--- src/rtl/btn_pkg.sv ---
// Shared types and constants for the push-button debouncer.
package btn_pkg;

    // Debounce FSM: two settled states, each with a qualifying wait state
    typedef enum logic [1:0] {
        IDLE_LOW  = 2'd0,
        WAIT_HIGH = 2'd1,
        IDLE_HIGH = 2'd2,
        WAIT_LOW  = 2'd3
    } btn_state_t;

    // 10 ms of qualification at a 100 MHz clock
    localparam int BTN_STABLE_DEFAULT = 1_000_000;

endpackage

--- src/rtl/sync_2ff.sv ---
// Two-flop synchronizer for a single asynchronous input bit.
module sync_2ff (
    input  logic clk,
    input  logic rst,
    input  logic d,
    output logic q
);

    logic meta_q;
    logic sync_q;

    // Shift the raw input through two flops to settle metastability
    always_ff @(posedge clk or posedge rst) begin
        if (rst) begin
            meta_q <= 1'b0;
            sync_q <= 1'b0;
        end else begin
            meta_q <= d;
            sync_q <= meta_q;
        end
    end

    assign q = sync_q;

endmodule

--- src/rtl/btn_debounce.sv ---
// Push-button debouncer: synchronizes the raw input, qualifies each change
// over STABLE_CYCLES+1 consecutive equal samples, and emits a registered
// level plus one-cycle rise/fall pulses aligned with the new level.
module btn_debounce
    import btn_pkg::*;
#(
    parameter int STABLE_CYCLES = BTN_STABLE_DEFAULT
) (
    input  logic clk,
    input  logic rst,
    input  logic btn_in,
    output logic btn_level,
    output logic btn_rise,
    output logic btn_fall
);

    // A single-cycle qualification still needs a 1-bit counter
    localparam int CNT_WIDTH = (STABLE_CYCLES > 1) ? $clog2(STABLE_CYCLES) : 1;
    localparam logic [CNT_WIDTH-1:0] CNT_LAST = CNT_WIDTH'(STABLE_CYCLES - 1);

    logic                 s2;
    btn_state_t           state_q, state_d;
    logic [CNT_WIDTH-1:0] cnt_q,   cnt_d;
    logic                 level_q, level_d;
    logic                 rise_q,  rise_d;
    logic                 fall_q,  fall_d;

    sync_2ff u_sync (
        .clk (clk),
        .rst (rst),
        .d   (btn_in),
        .q   (s2)
    );

    // State, counter and output registers; outputs clear immediately on reset
    always_ff @(posedge clk or posedge rst) begin
        if (rst) begin
            state_q <= IDLE_LOW;
            cnt_q   <= '0;
            level_q <= 1'b0;
            rise_q  <= 1'b0;
            fall_q  <= 1'b0;
        end else begin
            state_q <= state_d;
            cnt_q   <= cnt_d;
            level_q <= level_d;
            rise_q  <= rise_d;
            fall_q  <= fall_d;
        end
    end

    // Next-state logic; the terminal compare precedes the increment so cnt never wraps
    always_comb begin
        state_d = state_q;
        cnt_d   = cnt_q;
        level_d = level_q;
        rise_d  = 1'b0;
        fall_d  = 1'b0;
        case (state_q)
            IDLE_LOW: begin
                cnt_d = '0;
                if (s2) begin
                    state_d = WAIT_HIGH;
                end
            end
            WAIT_HIGH: begin
                if (!s2) begin
                    state_d = IDLE_LOW;
                    cnt_d   = '0;
                end else if (cnt_q == CNT_LAST) begin
                    state_d = IDLE_HIGH;
                    cnt_d   = '0;
                    level_d = 1'b1;
                    rise_d  = 1'b1;
                end else begin
                    cnt_d = cnt_q + CNT_WIDTH'(1);
                end
            end
            IDLE_HIGH: begin
                cnt_d = '0;
                if (!s2) begin
                    state_d = WAIT_LOW;
                end
            end
            WAIT_LOW: begin
                if (s2) begin
                    state_d = IDLE_HIGH;
                    cnt_d   = '0;
                end else if (cnt_q == CNT_LAST) begin
                    state_d = IDLE_LOW;
                    cnt_d   = '0;
                    level_d = 1'b0;
                    fall_d  = 1'b1;
                end else begin
                    cnt_d = cnt_q + CNT_WIDTH'(1);
                end
            end
            default: begin
                state_d = IDLE_LOW;
                cnt_d   = '0;
            end
        endcase
    end

    assign btn_level = level_q;
    assign btn_rise  = rise_q;
    assign btn_fall  = fall_q;

endmodule

--- config.mk ---
export PLATFORM = sky130hd
export DESIGN_NAME = btn_debounce
export DESIGN_NICKNAME = d
export VERILOG_FILES = /design/src/rtl/btn_pkg.sv /design/src/rtl/sync_2ff.sv /design/src/rtl/btn_debounce.sv
export SDC_FILE = /design/constraint.sdc
export NUM_CORES = 1
export LEC_CHECK = 0
export ABC_AREA = 0
export CORE_ASPECT_RATIO = 1.25
export CORE_UTILIZATION = 45
export DETAILED_ROUTE_END_ITERATION = 8
export MAX_ROUTING_LAYER = met4
export PLACE_DENSITY_LB_ADDON = 0.25
export SLEW_MARGIN = 20
export SYNTH_ARGS = -nofsm -noshare
export SYNTH_HDL_FRONTEND = slang
export SYNTH_SLANG_ARGS = --single-unit
--- constraint.sdc ---
create_clock -name clk -period 2.1 [get_ports clk]
set_input_delay 0.315 -clock clk [delete_from_list [all_inputs] [get_ports clk]]
set_output_delay 0.315 -clock clk [all_outputs]
set_load 0.02 [all_outputs]
# Word level (Yosys, flattened, before mapping)
# Cells that the tools add are included.
dict set report totals {
  regBits 27
  out_inout_bits 3
}
dict set report classes {
  n_addsub 1
  n_eq_ne 12
  mux 21
  reduce_logical 5
}
# operator n
set ops {}
lappend ops {{20-bit 2-to-1 mux} 3}
lappend ops {{20-bit case mux with 3 select lines} 1}
lappend ops {{20-bit by 1-bit adder with 20-bit output (second input constant)} 1}
lappend ops {{20-bit equality test (second input constant)} 1}
lappend ops {{2-bit 2-to-1 mux} 6}
lappend ops {{1-bit 2-to-1 mux} 9}
lappend ops {{2-bit inequality test (second input constant)} 4}
lappend ops {{2-bit case mux with 4 select lines} 1}
lappend ops {{5-bit AND reduction} 1}
lappend ops {{2-bit equality test (second input constant)} 2}
lappend ops {{2-bit by 1-bit inequality test with 1-bit output (second input constant)} 2}
lappend ops {{4-bit AND reduction} 1}
lappend ops {{3-bit by 2-bit inequality test with 1-bit output (second input constant)} 1}
lappend ops {{3-bit inequality test (second input constant)} 1}
lappend ops {{2-bit by 1-bit equality test with 1-bit output (second input constant)} 1}
lappend ops {{2-bit logical NOT} 1}
lappend ops {{1-bit case mux with 2 select lines} 1}
lappend ops {{2-bit nonzero test} 1}
lappend ops {{2-bit OR reduction} 1}

# Depth between registers and ports, before layout
# Gate-level depths: netlist of run 1.
dict set report logic_depth {
  word_depth 4
  depth_mapped 7
  depth_no_buf 5
}

# Cells and area by module
# A second synthesis of run 1 with hierarchy kept.
dict set report unflattened {
  cells_unflattened 127
  hier_area_um2 1311.3
}
# mod instances cells_per_inst area_each_um2
set modules_own_cells {}
lappend modules_own_cells {btn_debounce 1 124 1257.5}
lappend modules_own_cells {sync_2ff 1 3 53.8}

# Least setup slack after synthesis of run 1
# OpenSTA, ideal clock, no wires.
dict set report synth_timing {
  kind {register -> register}
  startpoint {reg cnt_q[0]}
  endpoint {reg cnt_q[10]}
  arrival_ns 1.627
  required_ns 1.981
  setup_slack_ns 0.354
  stages_incl_launch_ff 8
  synth_period_minus_slack_ns 1.746
  cell_sequence {dfrtp_1 ha_1 nand3_2 nor4_2 a21o_1 buf_2 buf_4 nor2_1}
}
dict set report synth_between {
  elab_chain_len 4
  elab_cells_between_ends 6
}
# item line_no
set synth_lines {}
lappend synth_lines {{start, declared} btn_debounce.sv:23} ;# logic [CNT_WIDTH-1:0] cnt_q, cnt_d;
lappend synth_lines {{start signal, assigned} btn_debounce.sv:45} ;# cnt_q <= cnt_d;
lappend synth_lines {{20-bit by 1-bit adder with 20-bit output / 20-bit equality test (equally long branches)} n/a}
lappend synth_lines {{20-bit 2-to-1 mux (*)} {btn_debounce.sv:70, btn_debounce.sv:89}}
lappend synth_lines {{20-bit 2-to-1 mux (on tied branches)} {btn_debounce.sv:86, btn_debounce.sv:67}}
lappend synth_lines {{20-bit case mux with 3 select lines (*)} btn_debounce.sv:59} ;# case (state_q)
lappend synth_lines {{via cnt_d[10]} btn_debounce.sv:23}
# The timed path passes the listed nets; every way through them passes the cells marked *.
# A chain may end at the register's enable or synchronous reset.

==> results_dict.tcl, run 1 <==
set metrics [dict create \
    cts_setup_buffers 0 \
    postCtsHoldBufs 0 \
    dp_slack_ns 0.215 \
    drc 0 \
    area_growth_pct 10.8 \
    cts_max_path_buffers 2 \
    powerDensity_nw_per_um2 563 \
    min_period_ns 1.89 \
    critPathRequiredTime_ns 2.34 \
    io_pins 6 \
    tightest_slew_ns 0.563 \
    grt_pass1_wl_um 3760 \
    die_area_um2 3070 \
    antenna_found_initial 0 \
    drtIter0Drc 11 \
    synth_fp_nets 126 \
    fp.coreArea_um2 2680 \
    vias_per_cell 5.24 \
    status "finished, final reports clean" \
    clk_latency_ns 0.33 \
    finish.utilization 0.530 \
    start_kind "flop" \
    die_w_um 49.7 \
    critPathKind "reg2reg" \
    holdCritPathClass "in2async" \
    gp_congestion 0.782 \
    rows 21 \
    start_util 0.478 \
    die_h_um 61.7 \
    maxCapViolCount 0 \
    path_max_fanout 8 \
    grt_remaining_overflow 0 \
    hold_violations 0 \
    cts.clk_slew.worst_paths_ns 0.16 \
    leakage_nw 0.592 \
    cts-buffers-inserted 3 \
    synth_flop_cell "dfrtp_1" \
    grt_use_total 0.170 \
    antennaDiodeCount 0 \
    cts_max_level 1 \
    postSynthAreaPerCell_um2 10.5 \
    dp.cells 161 \
    synth_area_um2 1280 \
    synth_cells 122 \
    setup_violations 0 \
    drt-pass1-iter-count 3 \
    ir_drop_mv 0.395 \
    skew_ns 0.0143 \
    synth_edf_count 0 \
    cts_root_buf "clkbuf_4" \
    drt_wl_total_um 2120 \
    fin_setup_tns_ns 0 \
    r2r.worst_path.cells 5 \
    ant_nets 0 \
    nets 136 \
    grt_max_degree 20 \
    ys_async_sr_fraction 1.00 \
    timing.hold.ws_ns 0.310 \
    drv_slew 0 \
    seq_area_frac_synth 0.527 \
    arrival_ns 2.13 \
    cts_repair_resize_count 0 \
    cp-end-kind "flop" \
    r2r_start "cnt_q[0]$_DFF_PP0_" \
    grt_pass1_vias 872 \
    synth_cell_types 33 \
    nFillCells 253 \
    rsz0062_at_grt "false" \
    synth_seq_cells 27 \
    ys_warn_count 0 \
    slew_headroom 0.624 \
    routedWlPerCell_um 12.8 \
    rrSetupSlack_ns 0.21 \
    period_share 0.901 \
    fmax_mhz 528 \
    instances_no_fill 165 \
    clock-sinks 27 \
    dp_hpwl_um 1600 \
    fin_ws_ns 0.207 \
    vias 864 \
    port_buffers 5 \
    cts_tree "built" \
    drive_above_1_share 0.0916 \
]
==> cells by family (layout without fill, tap and decap cells) <==
| kind of cell | Yosys count | count (layout) | synth area share |
|---|---|---|---|
| buf+inv | 8 | 17 | 0.0273 |
| compound gates | 10 | 10 | 0.0459 |
| flops | 27 | 27 | 0.527 |
| fa+ha+maj | 1 | 1 | 0.00976 |
| mux | 2 | 2 | 0.0166 |
| xor+xnor | 15 | 15 | 0.103 |
| simple gates | 59 | 59 | 0.271 |
==> critical path: stages, from the launching register on <==
cell and delay (ns):
dfrtp_1 0.44, ha_1 0.22, nand3_2 0.20, nor4_2 0.41, nand3_1 0.20, mux2_1 0.34
==> power breakdown <==
| part | internal, W | leakage (nW) | total, W | switching, W |
|---|---|---|---|---|
| logic | 0.0000116 | 0.204 | 0.0000315 | 0.0000199 |
| registers | 0.000525 | 0.369 | 0.000529 | 0.00000383 |
| clock network | 0.0000775 | 0.0183 | 0.000240 | 0.000162 |
| total | 0.000614 | 0.592 | 0.000800 | 0.000186 |
==> sequential cells by signal, indices dropped and copies added (netlist names), named ones only <==
register,count
btn_rise,1
state_q,1
btn_level,1
u_sync.q,1
u_sync.meta_q,1
btn_fall,1
cnt_q,20
==> synthesized netlist by cell type, drive strengths merged, types with 2 or more instances <==
master	n	area, um^2
or3	5	31.3
xnor2	7	61.3
or4	3	26.3
a21oi	4	20.0
nand2	7	26.3
buf	2	12.5
inv	6	22.5
o21ai	3	15.0
and4	3	27.5
xor2	8	70.1
nor3	2	10.0
nand4	5	46.3
nor2	20	75.1
nand3	6	35.0
nor4	3	31.3
dfrtp	27	676
==> layer usage <==
layer  vias to the layer above  track usage  wire [um]
met5                         -            -          0
met1                       417        0.202       1040
met4                         0       0.0490         21
li1                        443            -          -
met3                         2       0.0296         24
met2                         2        0.297       1030
==> cell usage in the layout, fill, tap and decap left out <==
master	n
and4_2	1
inv_6	1
a21boi_0	1
o21ai_0	3
ha_1	1
and3_1	1
a21oi_1	4
xor2_1	8
a21o_1	1
nand3_2	1
nand4_4	1
nor3b_1	1
and4_1	2
mux2i_1	1
nand3_1	5
and2_1	1
nand4b_1	1
or4_1	2
mux2_1	1
nor3_1	2
xnor2_1	7
nand4_1	4
or3_1	5
dfrtp_1	27
nor4_2	2
nor4b_1	1
buf_12	1
or4_4	1
nor4_1	1
nand2_1	7
a211o_1	1
nor2_1	20
inv_1	6
buf_4	1
clkbuf_4	3
clkdlybuf4s50_1	5
==> worst max path at each step <==
stage | end | start | slack, ns
floorplan | cnt_q[10]$_DFF_PP0_ | cnt_q[0]$_DFF_PP0_ | 0.35
global placement | flop | cnt_q[0]$_DFF_PP0_ | 0.29
detailed placement | flop | cnt_q[0]$_DFF_PP0_ | 0.21
CTS | flop | cnt_q[0]$_DFF_PP0_ | 0.20
global route | flop | cnt_q[0]$_DFF_PP0_ | 0.07
finish | flop | cnt_q[0]$_DFF_PP0_ | 0.21
==> cell type report <==
type / instances / area (um^2) / area share
sequential: 27 / 676 / 0.476
clock inverter: 1 / 8.76 / 0.00617
timing repair buffer: 7 / 77.6 / 0.0546
clock buffer: 3 / 22.5 / 0.0159
tap: 34 / 42.5 / 0.0300
inverter: 6 / 22.5 / 0.0159
multi-input combinational: 87 / 571 / 0.402
==> metrics by stage <==
stage	instance area, um^2	total power (W)
global placement	1390	0.000570
detailed placement	1390	0.000571
finish	1420	0.000800
CTS	1420	0.000808
floorplan	1280	0.000557
global route	1420	0.000834
(Power assumes the default switching activity.)
==> inputs of run 2 (changes only) <==
--- a/config.mk
+++ b/config.mk
@@ -15,3 +15,4 @@
 export SYNTH_ARGS = -nofsm -noshare
 export SYNTH_HDL_FRONTEND = slang
 export SYNTH_SLANG_ARGS = --single-unit
+export TNS_END_PERCENT = 30
==> results of run 2 <==
Final layout, timing and power as in run 1 (identical DEF).
==> inputs of run 3 (changes only) <==
--- a/config.mk
+++ b/config.mk
@@ -5,7 +5,6 @@
 export SDC_FILE = /design/constraint.sdc
 export NUM_CORES = 1
 export LEC_CHECK = 0
-export ABC_AREA = 0
 export CORE_ASPECT_RATIO = 1.25
 export CORE_UTILIZATION = 45
 export DETAILED_ROUTE_END_ITERATION = 8
==> results of run 3 <==
Final layout, timing and power as in run 1 (identical DEF).
